<file path="src/rtl/id_ex_reg_pkg.sv">
// rtl/id_ex_reg_pkg.sv - shared widths, ALU op codes and FSM states for the ID/EX register
// Purpose: common constants for id_ex_reg and wb_bypass.
// Ports: none (package).
package id_ex_reg_pkg;

  localparam int REG_AW       = 5;
  localparam int ALU_OP_W     = 4;
  localparam int BUBBLE_CNT_W = 16;

  localparam logic [ALU_OP_W-1:0] ALU_ADD  = 4'h0;
  localparam logic [ALU_OP_W-1:0] ALU_SUB  = 4'h1;
  localparam logic [ALU_OP_W-1:0] ALU_AND  = 4'h2;
  localparam logic [ALU_OP_W-1:0] ALU_OR   = 4'h3;
  localparam logic [ALU_OP_W-1:0] ALU_XOR  = 4'h4;
  localparam logic [ALU_OP_W-1:0] ALU_NOR  = 4'h5;
  localparam logic [ALU_OP_W-1:0] ALU_SLT  = 4'h6;
  localparam logic [ALU_OP_W-1:0] ALU_SLL  = 4'h7;
  localparam logic [ALU_OP_W-1:0] ALU_SRL  = 4'h8;
  localparam logic [ALU_OP_W-1:0] ALU_SRA  = 4'h9;
  localparam logic [ALU_OP_W-1:0] ALU_LUI  = 4'hA;

  typedef enum logic {
    ST_RUN  = 1'b0,
    ST_HOLD = 1'b1
  } state_e;

  // Saturating increment for the bubble counter.
  function automatic logic [BUBBLE_CNT_W-1:0] sat_inc(input logic [BUBBLE_CNT_W-1:0] v);
    return (v == {BUBBLE_CNT_W{1'b1}}) ? v : v + 1'b1;
  endfunction

endpackage

</file>
<file path="src/rtl/wb_bypass.sv">
// rtl/wb_bypass.sv - selects write-back data over a decode operand on a register-index match
// Purpose: same-cycle write-back forwarding for one source operand.
// Ports:
//   id_data      decode-stage operand value
//   id_addr      decode-stage register index of that operand
//   wb_reg_write write-back stage is writing the register file
//   wb_addr      write-back destination index
//   wb_data      write-back value
//   sel_data     operand to capture into EX
module wb_bypass
  import id_ex_reg_pkg::*;
#(
  parameter int N = 32
) (
  input  logic [N-1:0]      id_data,
  input  logic [REG_AW-1:0] id_addr,
  input  logic              wb_reg_write,
  input  logic [REG_AW-1:0] wb_addr,
  input  logic [N-1:0]      wb_data,
  output logic [N-1:0]      sel_data
);

  logic hit;

  // Register 0 is hardwired zero, so a write to it must never be forwarded.
  assign hit      = wb_reg_write && (wb_addr != '0) && (wb_addr == id_addr);
  assign sel_data = hit ? wb_data : id_data;

endmodule

</file>
<file path="src/rtl/id_ex_reg.sv">
// rtl/id_ex_reg.sv - ID/EX pipeline register with stall, flush, WB bypass and bubble counter
// Purpose: registers decode-stage fields into EX; stall holds, flush or an invalid
//          instruction inserts a bubble; counts inserted bubbles (saturating).
// Ports:
//   clk, rst_n           clock, synchronous active-low reset
//   stall, flush         hold request, bubble request (flush wins)
//   id_*                 decode-stage instruction fields and control bits
//   wb_reg_write/addr/data write-back bus forwarded into rs/rt capture
//   ex_*                 registered copies of the id_* fields, plus ex_valid
//   bubble_cnt           saturating count of flush/stall edges
module id_ex_reg
  import id_ex_reg_pkg::*;
#(
  parameter int N = 32
) (
  input  logic                    clk,
  input  logic                    rst_n,
  input  logic                    stall,
  input  logic                    flush,
  input  logic                    id_valid,
  input  logic [N-1:0]            id_pc,
  input  logic [N-1:0]            id_rs_data,
  input  logic [N-1:0]            id_rt_data,
  input  logic [N-1:0]            id_imm,
  input  logic [REG_AW-1:0]       id_rs_addr,
  input  logic [REG_AW-1:0]       id_rt_addr,
  input  logic [REG_AW-1:0]       id_rd_addr,
  input  logic                    id_alu_src,
  input  logic [ALU_OP_W-1:0]     id_alu_op,
  input  logic                    id_reg_write,
  input  logic                    id_mem_read,
  input  logic                    id_mem_write,
  input  logic                    id_mem_to_reg,
  input  logic                    wb_reg_write,
  input  logic [REG_AW-1:0]       wb_addr,
  input  logic [N-1:0]            wb_data,
  output logic                    ex_valid,
  output logic [N-1:0]            ex_pc,
  output logic [N-1:0]            ex_rs_data,
  output logic [N-1:0]            ex_rt_data,
  output logic [N-1:0]            ex_imm,
  output logic [REG_AW-1:0]       ex_rs_addr,
  output logic [REG_AW-1:0]       ex_rt_addr,
  output logic [REG_AW-1:0]       ex_rd_addr,
  output logic                    ex_alu_src,
  output logic [ALU_OP_W-1:0]     ex_alu_op,
  output logic                    ex_reg_write,
  output logic                    ex_mem_read,
  output logic                    ex_mem_write,
  output logic                    ex_mem_to_reg,
  output logic [BUBBLE_CNT_W-1:0] bubble_cnt
);

  state_e      state, next_state;
  logic        load_en;
  logic        bubble_inc;
  logic        keep_ctrl;
  logic [N-1:0] rs_sel, rt_sel;

  wb_bypass #(.N(N)) u_rs_bypass (
    .id_data      (id_rs_data),
    .id_addr      (id_rs_addr),
    .wb_reg_write (wb_reg_write),
    .wb_addr      (wb_addr),
    .wb_data      (wb_data),
    .sel_data     (rs_sel)
  );

  wb_bypass #(.N(N)) u_rt_bypass (
    .id_data      (id_rt_data),
    .id_addr      (id_rt_addr),
    .wb_reg_write (wb_reg_write),
    .wb_addr      (wb_addr),
    .wb_data      (wb_data),
    .sel_data     (rt_sel)
  );

  // Load whenever not purely stalled; flush overrides stall so the bubble
  // is always written even while the front end is holding.
  always_comb begin
    next_state = state;
    load_en    = 1'b1;
    bubble_inc = flush || stall;
    case (state)
      ST_RUN: begin
        if (stall && !flush) begin
          next_state = ST_HOLD;
          load_en    = 1'b0;
        end
      end
      ST_HOLD: begin
        if (!stall || flush) begin
          next_state = ST_RUN;
        end else begin
          load_en = 1'b0;
        end
      end
      default: next_state = ST_RUN;
    endcase
  end

  // An invalid decode slot is captured exactly like a flush.
  assign keep_ctrl = id_valid && !flush;

  always_ff @(posedge clk) begin
    if (!rst_n) begin
      state         <= ST_RUN;
      ex_valid      <= 1'b0;
      ex_pc         <= '0;
      ex_rs_data    <= '0;
      ex_rt_data    <= '0;
      ex_imm        <= '0;
      ex_rs_addr    <= '0;
      ex_rt_addr    <= '0;
      ex_rd_addr    <= '0;
      ex_alu_src    <= 1'b0;
      ex_alu_op     <= '0;
      ex_reg_write  <= 1'b0;
      ex_mem_read   <= 1'b0;
      ex_mem_write  <= 1'b0;
      ex_mem_to_reg <= 1'b0;
      bubble_cnt    <= '0;
    end else begin
      state <= next_state;
      if (bubble_inc) begin
        bubble_cnt <= sat_inc(bubble_cnt);
      end
      if (load_en) begin
        ex_valid      <= keep_ctrl;
        ex_pc         <= id_pc;
        ex_rs_data    <= rs_sel;
        ex_rt_data    <= rt_sel;
        ex_imm        <= id_imm;
        ex_rs_addr    <= id_rs_addr;
        ex_rt_addr    <= id_rt_addr;
        ex_rd_addr    <= id_rd_addr;
        ex_alu_src    <= id_alu_src;
        ex_alu_op     <= id_alu_op;
        ex_reg_write  <= id_reg_write  && keep_ctrl;
        ex_mem_read   <= id_mem_read   && keep_ctrl;
        ex_mem_write  <= id_mem_write  && keep_ctrl;
        ex_mem_to_reg <= id_mem_to_reg && keep_ctrl;
      end
    end
  end

endmodule

</file>
<file path="config.mk">
export PLATFORM = sky130hd
export DESIGN_NAME = id_ex_reg
export DESIGN_NICKNAME = d
export VERILOG_FILES = /design/src/rtl/id_ex_reg_pkg.sv /design/src/rtl/wb_bypass.sv /design/src/rtl/id_ex_reg.sv
export SDC_FILE = /design/constraint.sdc
export NUM_CORES = 1
export LEC_CHECK = 0
export ABC_AREA = 0
export BUFFER_PORTS_ARGS = -buffer_cell sky130_fd_sc_hd__buf_2
export CAP_MARGIN = 20
export CORE_AREA = 2 2 139 141
export CTS_BUF_LIST = sky130_fd_sc_hd__clkbuf_8
export DETAILED_ROUTE_END_ITERATION = 7
export DIE_AREA = 0 0 141 143
export PLACE_DENSITY = 0.77
export SETUP_SLACK_MARGIN = 0.5
export SLEW_MARGIN = 0
export SYNTH_ARGS = -nofsm -noshare
export SYNTH_HDL_FRONTEND = slang
export SYNTH_HIERARCHICAL = 1
export SYNTH_SLANG_ARGS = --single-unit
</file>
<file path="constraint.sdc">
create_clock -name clk -period 2 [get_ports clk]
set_input_delay 0.1 -clock clk [delete_from_list [all_inputs] [get_ports clk]]
set_output_delay 0.1 -clock clk [all_outputs]
set_load 0.01 [all_outputs]
</file>
# [Yosys cells after proc, flatten, opt, wreduce, memory -nomap -nowiden]
# Index checks and enable logic that the tools add are counted.
[totals] ff_bits=170 latch_bits=0 mem_bits_rw=0 mem_bits_ro=0 inputBits=195 word_cells=45 memories=0
[classes] addsub=1 mul=0 div=0 n_lt_le_gt_ge=0 n_eq_ne=3 shift=0 muxes=8 bitwise=2 reduce_logical=15
[op_table] op="$mux W32" count=2
[op_table] op="$add A16 B1 Y16 const B" count=1
[op_table] op="$eq A16 B16 Y1 const B" count=1
[op_table] op="$eq A5 B5 Y1" count=2
[op_table] op="$logic_and A1 B1 Y1" count=9
[op_table] op="$reduce_bool A5 Y1" count=1
[op_table] op="$mux W1" count=4
[op_table] op="$pmux W1 S2" count=2
[op_table] op="$logic_not A1 Y1" count=2
[op_table] op="$logic_or A1 B1 Y1" count=2
[op_table] op="$not A1 Y1" count=2
[op_table] op="$reduce_and A2 Y1" count=1

# [Logic depth before layout (Yosys ltp)]
[depth] word_depth=4 mapped_depth=7

# [Cells and area by module]
# The synthesis kept the hierarchy.
[by_module_without_submodules] module="id_ex_reg" n_inst=1 cells_each=771 area_per_inst_um2=6084.6 seq_area_each_um2=3383.2
[by_module_without_submodules] module="wb_bypass" n_inst=2 cells_each=45 area_per_inst_um2=594.3 seq_area_each_um2=0.0

# [Least setup slack after synthesis]
# Ideal clock, no wire load.
[synth_timing] path_type="reg2reg" start="reg bubble_cnt[0]" end="reg bubble_cnt[8]" setup_time_ns=0.070 arrival_ns=1.502 required_ns=1.930 slack_ns=0.428 path_stages_with_launch=6 path_buffers=0 period_less_slack_ns=1.572 path_cell_list="dfxtp_1 -> ha_1 -> o211a_2 -> nand2_4 -> or4_1 -> a21oi_1"
[synth_between] elab_chain_len=3 word_cells_on_any_way=4 classes_between="add/sub: 1; eq/ne: 1; bitwise: 1; reduce/logical: 1"
[synth_rtl] element="start: declaration" line_no="id_ex_reg.sv:51" rtl="output logic [BUBBLE_CNT_W-1:0] bubble_cnt"
[synth_rtl] element="start signal: assignment" line_no="id_ex_reg.sv:126" rtl="bubble_cnt <= sat_inc(bubble_cnt);"
[synth_rtl] element="branches (longest 3 deep; another with $add A16 B1 Y16)"
# Parallel ways; which one is timed is not known.
# A chain may end at the register's enable or synchronous reset.

# [Worst setup path in the final report]
[layout_timing] start="reg bubble_cnt[6]" end="reg bubble_cnt[15]"
# The elaborated chain is that of the path after synthesis.

==> run metrics <==
status=finished, final reports clean; register area=3400 µm²; global-route wire length before repair=37.8 mm; setup tns final=0 ps; clock sink count=169; count leader, synth=nand2_1; CTS Root Cell=clkbuf_8; WHS Endpoint=ex_rt_data[28]$_SDFFE_PN0P_; sequential cell area fraction in the yosys report=46.5%; leakage power=0.00516 µW; Syn. warnings=6; CTS H-tree depth=4; die span in x=141 µm; ys flop type=dfxtp_1; Critical Path RT=2390 ps; flop and latch count out of synthesis=169; R2R Setup Slk=530 ps; worst-path fanout max=6; max cap viols=0; leading area contributor after synthesis=dfxtp_1; dpl hpwl=16.2 mm; CTS tree=done; Cell Chain, Critical Path=and4_4 > nand4_2 > or4_1 > a21oi_1; IO Count=364; Hold WS=40.6 ps; Antenna diodes=0; Final nets=1,485; total CTS buffers=17; Congestion Overflow GR=0; Residual DRC=0; worst-margin pin slew=596 ps; Port Buffers=363; Post-synth ARST share=0%; Syn Nets=1,057; R2R Path Start=bubble_cnt[6]$_SDFFE_PN0P_; routed vias=7,695; Synth top area share=46.5%; area of the core=18,600 µm²; vias in the first global route=7,536; Worst R2R Path Depth=4; Syn Area/Cell=8.45 µm²; CP max-delay cell=or4_1; Worst setup SP type=flip-flop; maximum clock path buffer count=2; Final period util=73.3%; f_max=0.682 GHz; hold path depth=4; Worst Skew=8.71 ps; share of cells above drive strength 1=38.8%; Hold Path Origin=id_rt_data[28]; Initial Util=39.1%; largest net degree at the start of global routing=96; 1st-pass router iterations=4; DR vias/cell=5.01; Detailed Route WL=25.0 mm; die height=143 µm; initial antenna violation count=0; clk_lat worst skew=450 ps; Critical Path Max Stage Delay=420 ps; number of flops mapped to enable cells by yosys=0; Synth area leaders=dfxtp_1 (47%), nand2_1 (16%), mux2_4 (12%); drt initial violations=467; count of final setup violators=0; critical path arrival=1850 ps; CP endpoint kind=flip-flop; clock transition at the registers of the reported paths=100 ps; Overall Power=7460 µW; Hold Vio Cnt, Final=0; post-route ant nets=0; Power per Cell Area=700 nW/µm²; critical path class=reg -> reg; Peak VDD IR=0.000431 V; Mapped Area=7270 µm²; Slew Limit Fails=0; Rows=50; min cycle time layout=1470 ps; overall routing resource usage=23.7%; Layout area overhead=46.6%; area of the multi-input gates=3650 µm²; FF-to-FF End=bubble_cnt[15]$_SDFFE_PN0P_; count of cell types in the netlist=39; WL/cell=16.3 µm; cells after synthesis=861; Die Footprint=20,200 µm²; RSZ-0062 raised after global routing=yes; most common library cells after synthesis=nand2_1 (319), dfxtp_1 (169), a21oi_1 (163); # fillers=1,605; Rel. slew slack=60.3%; Hold WC Path Type=in -> reg; routability cong.=0.924
[metal layers]
layer	share of wire [%]	up-vias	track usage [%]
met2	51	347	42.2
met5	0	-	0
met4	3.1	0	10.5
met3	8.4	52	7.18
met1	38	3588	26.0
li1	-	3708	-
[placed cells by master (no fill, tap or decap), types with 2 or more instances in the layout]
master	netlist	final
a211oi_1	2	2
a211oi_4	2	2
a21oi_1	163	162
and4_4	0	2
buf_12	0	7
buf_2	14	363
buf_4	0	10
bufinv_16	0	2
clkbuf_8	0	18
clkinv_2	0	3
clkinv_4	0	2
clkinvlp_4	0	2
dfxtp_1	169	159
dfxtp_2	0	7
dfxtp_4	0	3
dlygate4sd3_1	0	88
inv_1	3	2
inv_6	0	4
mux2_2	4	4
mux2_4	60	60
mux2i_1	8	8
nand2_1	319	319
nand2b_1	7	6
nand3_1	6	6
nand4_1	5	5
nor2_1	14	13
o21ai_0	4	4
o31ai_1	3	3
o41ai_2	2	2
or4_1	3	2
xnor2_1	8	8
[cells by family after synthesis]
family | after synthesis | synth area share [%]
and+or+nand+nor | 367 | 20.3
AOI/OAI and AO/OA | 182 | 13.7
DFF | 169 | 46.5
muxes | 72 | 14.1
buffers and inverters | 62 | 4.16
xor gates and xnor gates | 8 | 0.963
adders and majority gates | 1 | 0.172
[worst max path at each step]
stage                                start                     endpoint  slack [ps]  depth (start not counted)
2_1_floorplan   bubble_cnt[0]$_SDFFE_PN0P_   bubble_cnt[8]$_SDFFE_PN0P_         500                          5
3_3_place_gp                 id_rt_addr[3]   ex_rt_data[0]$_SDFFE_PN0P_         250                          8
3_5_place_dp                 id_rs_addr[2]  ex_rs_data[31]$_SDFFE_PN0P_         240                          8
4_1_cts        bubble_cnt[10]$_SDFFE_PN0P_  bubble_cnt[15]$_SDFFE_PN0P_         520                          4
5_1_grt        bubble_cnt[13]$_SDFFE_PN0P_  bubble_cnt[10]$_SDFFE_PN0P_         460                          5
6_report        bubble_cnt[6]$_SDFFE_PN0P_  bubble_cnt[15]$_SDFFE_PN0P_         530                          4
[stage by stage]
stage / setup WS [ps] / instance area [µm²] / utilization (%) / cells
floorplan: 501 / 7280 / - / 861
global placement: 253 / 9280 / 50.0 / 1410
detailed placement: 239 / 9280 / 50.0 / 1410
CTS: 520 / 10600 / 57.0 / 1530
global route: 458 / 10700 / 57.4 / 1535
finish: 533 / 10700 / 57.4 / 1535
[critical path: cells and delay by family (launching register included)]
| kind | cells | cell delay, ps |
|---|---|---|
| flops | 1 | 400 |
| simple gates | 3 | 850 |
| compound gates | 1 | 150 |
[power breakdown]
group          total (µW)  switching (µW)  internal [µW]
Sequential           3670             105           3560
Combinational        1300             652            645
Clock                2500            1350           1150
Total                7460            2110           5360
[what timing repair did]
action / in CTS / in global routing
hold buffers: 88 / 0
setup buffers: 1 / 5
pin swaps: 0 / 4
resized for setup: 16 / 8
endpoints found under the hold margin: 88 / 0
endpoints found under the setup margin: 7 / 10
[final cells by class]
class | instances | share of cell area (%)
multi-input combinational | 630 | 34.2
sequential | 169 | 31.9
tap | 234 | 2.75
timing repair buffer | 468 | 27.3
clock buffer | 18 | 2.32
inverter | 3 | 0.129
clock inverter | 13 | 1.34
(Power assumes the default switching activity.)
